**config.mk**
```make
export PLATFORM = sky130hd
export DESIGN_NAME = fixed_to_ieee754_flat
export DESIGN_NICKNAME = d
export VERILOG_FILES = /design/src/rtl/fixed_to_ieee754_if.sv /design/src/rtl/fixed_to_ieee754.sv /design/src/flat_wrapper.sv
export SDC_FILE = /design/constraint.sdc
export NUM_CORES = 1
export LEC_CHECK = 0
export CAP_MARGIN = 0
export CORE_MARGIN = 4
export CORE_UTILIZATION = 25
export CTS_BUF_LIST = sky130_fd_sc_hd__clkbuf_2 sky130_fd_sc_hd__clkbuf_4 sky130_fd_sc_hd__clkbuf_8
export CTS_CLUSTER_DIAMETER = 100
export DETAILED_ROUTE_END_ITERATION = 10
export GPL_ROUTABILITY_DRIVEN = 1
export GPL_TIMING_DRIVEN = 0
export HOLD_SLACK_MARGIN = 0.06
export MAX_ROUTING_LAYER = met4
export PLACE_DENSITY = 0.38
export SLEW_MARGIN = 20
export SYNTH_ARGS = -nofsm -noshare
export SYNTH_HDL_FRONTEND = slang
export SYNTH_SLANG_ARGS = --single-unit
```
**constraint.sdc**
```tcl
create_clock -name clk -period 6.4 [get_ports clk]
set_clock_uncertainty 0.1 [all_clocks]
set_input_delay 0.96 -clock clk [delete_from_list [all_inputs] [get_ports clk]]
set_output_delay 0.96 -clock clk [all_outputs]
set_load 0.02 [all_outputs]
```
**src/rtl/fixed_to_ieee754_if.sv**
```systemverilog
// Sample-in / float-out stream bundle for the fixed-to-float converter.
// Carries both valid/ready handshakes plus the fixed-point and IEEE-754 payloads.
// master drives samples and accepts results; slave is the converter side.
interface fixed_to_ieee754_if #(
    parameter int DATA_W = 77
);
    logic              in_valid;
    logic              in_ready;
    logic [DATA_W-1:0] in_data;
    logic              out_valid;
    logic              out_ready;
    logic [31:0]       out_data;
    logic              out_inexact;

    modport master (
        output in_valid,
        output in_data,
        output out_ready,
        input  in_ready,
        input  out_valid,
        input  out_data,
        input  out_inexact
    );

    modport slave (
        input  in_valid,
        input  in_data,
        input  out_ready,
        output in_ready,
        output out_valid,
        output out_data,
        output out_inexact
    );
endinterface

```
**src/rtl/fixed_to_ieee754.sv**
```systemverilog
// Converts signed DATA_W-bit fixed point (FRAC_W fraction bits) to IEEE-754 single, round-to-nearest-even.
// Latency: 3 advancing cycles (sign/magnitude, normalize, round/pack); 1 sample per cycle.
// Backpressure: all stages stall together while out_valid && !out_ready; in_ready is the advance term.
module fixed_to_ieee754 #(
    parameter int DATA_W = 77,
    parameter int FRAC_W = 32
) (
    input  logic               clk,
    input  logic               rst_n,
    fixed_to_ieee754_if.slave  bus
);
    localparam int         PW      = $clog2(DATA_W);
    localparam logic [9:0] EXP_OFF = 10'(127 - FRAC_W);

    // Whole pipeline moves as one unit: a stalled output freezes everything upstream.
    logic advance;

    // Stage 1 registers: sign, magnitude, zero flag.
    logic              s1_vld;
    logic              s1_sign;
    logic              s1_zero;
    logic [DATA_W-1:0] s1_mag;

    // Stage 2 registers: normalized magnitude (leading one at MSB) and biased exponent.
    logic              s2_vld;
    logic              s2_sign;
    logic              s2_zero;
    logic [DATA_W-1:0] s2_norm;
    logic [7:0]        s2_exp;

    // Stage 3 (output) registers.
    logic        out_vld_q;
    logic [31:0] out_dat_q;
    logic        out_inx_q;

    // Combinational intermediates.
    logic [DATA_W-1:0] in_mag;
    logic [PW-1:0]     lead;
    logic [PW-1:0]     shamt;
    logic [DATA_W-1:0] norm;
    logic [9:0]        e_calc;
    logic [23:0]       mant;
    logic              guard;
    logic              sticky;
    logic              round_up;
    logic [24:0]       mant_r;
    logic              carry;
    logic [7:0]        exp_f;
    logic [22:0]       frac;
    logic [31:0]       word;
    logic              inexact;

    assign advance         = !out_vld_q || bus.out_ready;
    assign bus.in_ready    = advance;
    assign bus.out_valid   = out_vld_q;
    assign bus.out_data    = out_dat_q;
    assign bus.out_inexact = out_inx_q;

    // Absolute value in DATA_W unsigned bits; the most negative input maps to 2^(DATA_W-1) without wrapping.
    always_comb begin
        in_mag = bus.in_data;
        if (bus.in_data[DATA_W-1]) begin
            in_mag = ~bus.in_data + DATA_W'(1);
        end
    end

    // Stage 1 register: capture sign, magnitude and zero flag of the accepted sample.
    always_ff @(posedge clk) begin
        if (!rst_n) begin
            s1_vld <= 1'b0;
        end else if (advance) begin
            s1_vld  <= bus.in_valid;
            s1_sign <= bus.in_data[DATA_W-1];
            s1_mag  <= in_mag;
            s1_zero <= (bus.in_data == '0);
        end
    end

    // Leading-one position, left shift to put it at the MSB, and the biased exponent.
    always_comb begin
        lead = '0;
        for (int i = 0; i < DATA_W; i++) begin
            if (s1_mag[i]) begin
                lead = PW'(i);
            end
        end
        shamt  = PW'(DATA_W - 1) - lead;
        norm   = s1_mag << shamt;
        e_calc = 10'(lead) + EXP_OFF;
    end

    // Stage 2 register: normalized magnitude and exponent; exponent range is checked in simulation.
    always_ff @(posedge clk) begin
        if (!rst_n) begin
            s2_vld <= 1'b0;
        end else if (advance) begin
            if (s1_vld && !s1_zero) begin
                assert ($signed(e_calc) >= 1 && $signed(e_calc) <= 254);
            end
            s2_vld  <= s1_vld;
            s2_sign <= s1_sign;
            s2_zero <= s1_zero;
            s2_norm <= norm;
            s2_exp  <= e_calc[7:0];
        end
    end

    // Round-to-nearest-even on the 24-bit mantissa; a carry out renormalizes to 1.0 and bumps the exponent.
    // Small magnitudes were zero-filled by the shift, so guard and sticky are naturally zero for them.
    always_comb begin
        mant     = s2_norm[DATA_W-1 -: 24];
        guard    = s2_norm[DATA_W-25];
        sticky   = |s2_norm[DATA_W-26:0];
        round_up = guard && (sticky || mant[0]);
        mant_r   = {1'b0, mant} + 25'(round_up);
        carry    = mant_r[24];
        exp_f    = s2_exp + 8'(carry);
        frac     = carry ? mant_r[23:1] : mant_r[22:0];
        word     = {s2_sign, exp_f, frac};
        inexact  = guard || sticky;
        if (s2_zero) begin
            word    = 32'h0000_0000;
            inexact = 1'b0;
        end
    end

    // Output register: holds its word while the consumer stalls.
    always_ff @(posedge clk) begin
        if (!rst_n) begin
            out_vld_q <= 1'b0;
            out_dat_q <= 32'h0000_0000;
            out_inx_q <= 1'b0;
        end else if (advance) begin
            out_vld_q <= s2_vld;
            if (s2_vld) begin
                out_dat_q <= word;
                out_inx_q <= inexact;
            end
        end
    end
endmodule

```
**src/flat_wrapper.sv**
```systemverilog
// flat-port wrapper written by rule: the top's interface ports become plain ports
module fixed_to_ieee754_flat 
#(
    parameter int DATA_W = 77,
    parameter int FRAC_W = 32
)
  (clk, rst_n, bus_in_valid, bus_in_data, bus_out_ready, bus_in_ready, bus_out_valid, bus_out_data, bus_out_inexact);
  fixed_to_ieee754_if #(.DATA_W(DATA_W)) bus_i ();
  input  logic clk;
  input  logic rst_n;
  input wire logic [$bits(bus_i.in_valid)-1:0] bus_in_valid;
  input wire logic [$bits(bus_i.in_data)-1:0] bus_in_data;
  input wire logic [$bits(bus_i.out_ready)-1:0] bus_out_ready;
  output wire logic [$bits(bus_i.in_ready)-1:0] bus_in_ready;
  output wire logic [$bits(bus_i.out_valid)-1:0] bus_out_valid;
  output wire logic [$bits(bus_i.out_data)-1:0] bus_out_data;
  output wire logic [$bits(bus_i.out_inexact)-1:0] bus_out_inexact;
  assign bus_i.in_valid = bus_in_valid;
  assign bus_i.in_data = bus_in_data;
  assign bus_i.out_ready = bus_out_ready;
  assign bus_in_ready = bus_i.in_ready;
  assign bus_out_valid = bus_i.out_valid;
  assign bus_out_data = bus_i.out_data;
  assign bus_out_inexact = bus_i.out_inexact;
  fixed_to_ieee754 #(.DATA_W(DATA_W), .FRAC_W(FRAC_W)) u_core (.clk(clk), .rst_n(rst_n), .bus(bus_i));
endmodule
```
## Word level (Yosys, flattened, before mapping)

Cells that the tools add are included.

| storage, ports and cells | value |
|---|---|
| register bits after elaboration | 202 |
| bits in latches | 0 |
| bits in writable memories | 0 |
| bits in read-only memories | 0 |
| bits of input ports | 81 |
| output and inout port bits | 35 |
| word-level logic and storage cells | 109 |
| memories | 0 |

| operators by class | value |
|---|---|
| add/subtract/negate cells | 5 |
| multipliers | 0 |
| div/mod/pow operators | 0 |
| magnitude comparators | 0 |
| eq/ne operators | 0 |
| shift operators | 1 |
| mux-type cells | 80 |
| bitwise gates (word level) | 1 |
| reductions and logical operators | 9 |

Operator list:

| cell | count |
|---|---|
| $mux W6 | 32 |
| $mux W7 | 13 |
| $mux W5 | 16 |
| $add A77 B1 Y77 const B | 1 |
| $logic_not A77 Y1 | 1 |
| $not A77 Y77 | 1 |
| $shl A77 B7 Y77 | 1 |
| $mux W76 | 1 |
| $reduce_or A52 Y1 | 1 |
| $mux W32 | 1 |
| $mux W4 | 8 |
| $add A24 B1 Y25 | 1 |
| $mux W23 | 1 |
| $mux W3 | 4 |
| $add A7 B7 Y8 const B | 1 |
| $add A8 B1 Y8 | 1 |
| $sub A7 B7 Y7 const A | 1 |
| $mux W2 | 2 |
| $reduce_and A2 Y1 | 2 |
| $logic_or A1 B1 Y1 | 3 |
| $mux W1 | 2 |
| $logic_and A1 B1 Y1 | 1 |
| $logic_not A1 Y1 | 1 |

## Longest topological paths before layout

| depth | value |
|---|---|
| word-level depth | 78 |
| depth in mapped cells | 25 |

## Worst setup path after synthesis

Ideal clock, no wire load.

| timing | value |
|---|---|
| path kind | in2reg |
| start | input bus_out_ready |
| end | register u_core.s1_mag[0], enable pin |
| setup time | 0.545 ns |
| data arrival time | 5.258 ns |
| path slack | 0.497 ns |
| stages | 3 |
| path buffers | 1 |
| cell sequence | nand2b_1 > clkbuf_1 > and2_1 |

| between the ends | value |
|---|---|
| cells in the longest elaborated chain, start to end | 2 |

Ends and longest elaborated chain:

| element | RTL line | source |
|---|---|---|
| start: declaration | flat_wrapper.sv:13 | `input wire logic [$bits(bus_i.out_ready)-1:0] bus_out_ready;` |
| $logic_or A1 B1 Y1 | fixed_to_ieee754.sv:53 | `assign advance = !out_vld_q \|\| bus.out_ready;` |
| via bus_in_ready | flat_wrapper.sv:14 | `output wire logic [$bits(bus_i.in_ready)-1:0] bus_in_ready;` |
| $reduce_and A2 Y1 (no source line) | -- |  |
| end signal: assignment | fixed_to_ieee754.sv:74 | `s1_mag <= in_mag;` |
| end: declaration | fixed_to_ieee754.sv:22 | `logic [DATA_W-1:0] s1_mag;` |

The timed path passes the listed nets, and every way through them passes these cells.
A chain may end at the register's enable or synchronous reset.

## Worst setup path in the final report

| timing | value |
|---|---|
| start | register u_core.s1_mag[51] |
| end | register u_core.s2_norm[51] (data pin) |

| between the ends | value |
|---|---|
| cells in the longest elaborated chain, start to end | 28 |

Ends and longest elaborated chain:

| element | RTL line | source |
|---|---|---|
| $mux W6 (13 in series) | fixed_to_ieee754.sv:83 | `if (s1_mag[i]) begin` |
| $mux W7 (13 in series) | fixed_to_ieee754.sv:83 |  |
| $sub A7 B7 Y7 | fixed_to_ieee754.sv:87 | `shamt = PW'(DATA_W - 1) - lead;` |
| $shl A77 B7 Y77 (*) | fixed_to_ieee754.sv:88 | `norm = s1_mag << shamt;` |
| end signal: assignment | fixed_to_ieee754.sv:103 | `s2_norm <= norm;` |
| end: declaration | fixed_to_ieee754.sv:28 | `logic [DATA_W-1:0] s2_norm;` |

Every way passes the cells marked *; elsewhere a longest branch is shown, timed or not.

==> results.py <==
metrics = {
    "floorplanning": {
        "start_util_pct": 25.4,
        "fp.dieH_um": 270,
        "core_area_sq_um": 67800,
        "fp-row-count": 95,
        "io_pins": 116,
        "die_w_um": 270,
        "die-area_sq_um": 73100,
    },
    "place": {
        "dpl_worst_slack_ns": -3.89,
        "place_area_sq_um": 19700,
        "port_buffers": 114,
        "place_inst": 2969,
        "dp_hpwl_um": 79300,
        "gp_congestion": 0.982,
    },
    "clocking": {
        "root_buffer": "clkbuf_8",
        "cts_max_level": 2,
        "clock_path_buffers": 3,
        "cts_tree": "done",
        "worst_skew_pair.late_latency_ns": 0.62,
        "cts_buffers": 39,
        "clk_pin_slew_ns": 0.05,
        "cts.sinks": 202,
    },
    "sta": {
        "tightestPinTransition_ns": 1.16,
        "worst_slack_ns": -0.0141,
        "finalMaxSlewViolations": 0,
        "rsz0062_at_grt": "no",
        "final_hold_viol_count": 0,
        "relSlewSlack_pct": 21.8,
        "post-route-period-util_pct": 100,
        "period_needed_ns": 6.41,
        "max_freq_mhz": 156,
        "whs_ns": 0.320,
        "tns_ns": -0.0141,
        "setup_viol": 1,
    },
    "drt": {
        "drc": 0,
        "first_pass_iters": 5,
        "post_drt_wl_per_cell_um": 32.6,
        "wl_um": 99400,
        "drt_iter0_drc": 1693,
        "vias": 18500,
        "vias_per_cell": 6.05,
        "ant_nets": 0,
    },
    "global_route": {
        "grt-ovfl-total": 0,
        "grt_pass1_vias": 18300,
        "antenna_found_initial": 1,
        "grt_first_pass_wirelength_um": 140000,
        "track_usage_pct": 26.8,
        "grt_max_degree": 59,
    },
    "synth": {
        "synth.distinct_cells": 89,
        "synth_nets": 2059,
        "syn_inst": 1971,
        "synth.most_common_cell": "edfxtp_1",
        "async_flop_share_pct": 0,
        "netlist_area_sq_um": 17200,
        "synth_edf_count": 166,
        "synth.top_cell.area_share_pct": 28.9,
        "ys.flop_type": "edfxtp_1",
        "synth_common_cells": "166 x edfxtp_1, 152 x nor2_1, 145 x clkbuf_1, 128 x mux2i_1, 125 x nand2_1",
        "yosysTopAreaCell": "edfxtp_1",
        "synthTopCellsByArea": "edfxtp_1 29%, mux2i_1 7.4%, xnor2_1 4.9%, dfxtp_1 4.2%, a211oi_1 3.4%",
        "ys_seq_area_share_pct": 33.1,
        "yosysWarnings": 0,
        "synth_area_per_cell_sq_um": 8.74,
        "ys_seq_elements": 202,
    },
    "power_and_ir_drop": {
        "pwr_density_cell_nw_per_um2": 280,
        "max-vdd-ir-drop_uv": 122,
        "power.leakage_nw": 6.87,
        "p_total_mw": 5.89,
    },
    "worst_setup_path": {
        "crit_arrival_ns": 6.74,
        "cp-start-kind": "register",
        "crit_fanout": 12,
        "critPathCaptureType": "register",
        "path_class": "reg -> reg",
        "cp.required_ns": 6.72,
    },
    "worst_hold_path": {
        "hp-class": "reg -> reg",
    },
    "finish": {
        "area_growth_pct": 22.2,
        "n_fill_cell": 7209,
        "final_util_pct": 31.1,
        "nets": 2234,
        "layoutNonFillerInstCount": 3051,
        "drive_gt1_share_pct": 13.2,
        "postLayoutCellArea_sq_um": 21000,
    },
    "job": {
        "cap_violations": 0,
    },
    "status": {
        "violations": "setup timing",
        "outcome": "finished with violations",
    },
}
[logic make-up after synthesis]
logic type	count (synthesis)	share of synthesized area, %
multiplexers	169	10.4
adder cells (fa/ha/maj)	7	0.509
buffers and inverters	221	4.88
flip-flops	202	33.1
XOR/XNOR	108	5.49
AO/OA/AOI/OAI	602	25.7
AND/OR/NAND/NOR	662	19.8
[cell usage in the layout, fill, tap and decap left out, types with 42 or more instances in the layout]
cell type	instances
nor4_1	49
nand3_1	51
xnor2_1	96
edfxtp_1	166
a21oi_1	77
clkbuf_8	42
a211oi_1	73
inv_1	43
clkdlybuf4s50_1	114
nor3_1	77
mux2i_1	122
nand2_1	123
o211ai_1	50
o21ai_0	63
clkbuf_1	115
nor2_1	150
[state kept, by name, summed over array words and instances, names as in the netlist]
register                count
u_core.s2_sign              1
u_core.s1_zero              1
u_core.s1_mag              77
u_core.s1_sign              1
u_core.bus.out_inexact      1
u_core.bus.out_data        32
u_core.s2_zero              1
u_core.s2_vld               1
u_core.s2_exp               8
u_core.s2_norm             77
u_core.bus.out_valid        1
u_core.s1_vld               1
[worst max-delay path, cell delays in order, from the launching register on]
cell	delay, ns
edfxtp_1	0.53
inv_1	0.22
o21ai_0	0.16
o2111a_1	0.33
o211a_2	0.37
a21oi_2	0.13
nor2_2	0.23
buf_4	0.25
clkinv_2	0.20
buf_4	0.27
ha_4	0.37
clkbuf_4	0.27
clkbuf_4	0.31
buf_4	0.25
a21oi_1	0.08
nor4_2	0.89
mux2i_1	0.23
mux4_2	0.55
and2_0	0.17
a211oi_1	0.24
[repair_timing]
action                     CTS  global route
setup endpoints to repair   78            41
gates cloned                 0             0
hold buffers                 0             0
gates resized for setup     94            27
pin swaps                    3             2
setup buffers               17             4
[final cells by class]
type	instances	area (sq um)	area share, %
flip-flops and latches	202	5710	27.1
plain buffers	164	728	3.46
clock buffers	48	604	2.87
well taps	873	1090	5.19
inverters	45	171	0.815
diodes	2	5.00	0.0238
multi-input cells	1548	11100	52.5
repair buffers	146	1430	6.80
clock inverters	23	246	1.17
[power breakdown]
group | switching (mW) | internal (mW) | total, mW
Clock | 0.615 | 0.804 | 1.42
Combinational | 1.81 | 0.877 | 2.69
Sequential | 0.149 | 1.64 | 1.78
[metal layers]
layer	GRT usage, %	vias up	wire (um)
met5	-	-	0
met4	14.3	0	6550
met3	3.80	267	6020
met2	43.0	914	45700
met1	32.7	9180	41100
li1	-	8105	-
[worst paths after layout]
path	to	startpoint	slack (ns)	cells past startpoint
setup / recovery	u_core.s2_norm[51]$_SDFFCE_PP0P_	u_core.s1_mag[51]$_DFFE_PP_	-0.01	19
hold / removal	u_core.s2_sign$_DFFE_PP_	u_core.s1_sign$_DFFE_PP_	0.32	0
setup reg to reg	u_core.s2_norm[51]$_SDFFCE_PP0P_	u_core.s1_mag[51]$_DFFE_PP_	-0.01	19
hold reg to reg	u_core.s2_sign$_DFFE_PP_	u_core.s1_sign$_DFFE_PP_	0.32	0
(Power assumes the default switching activity.)
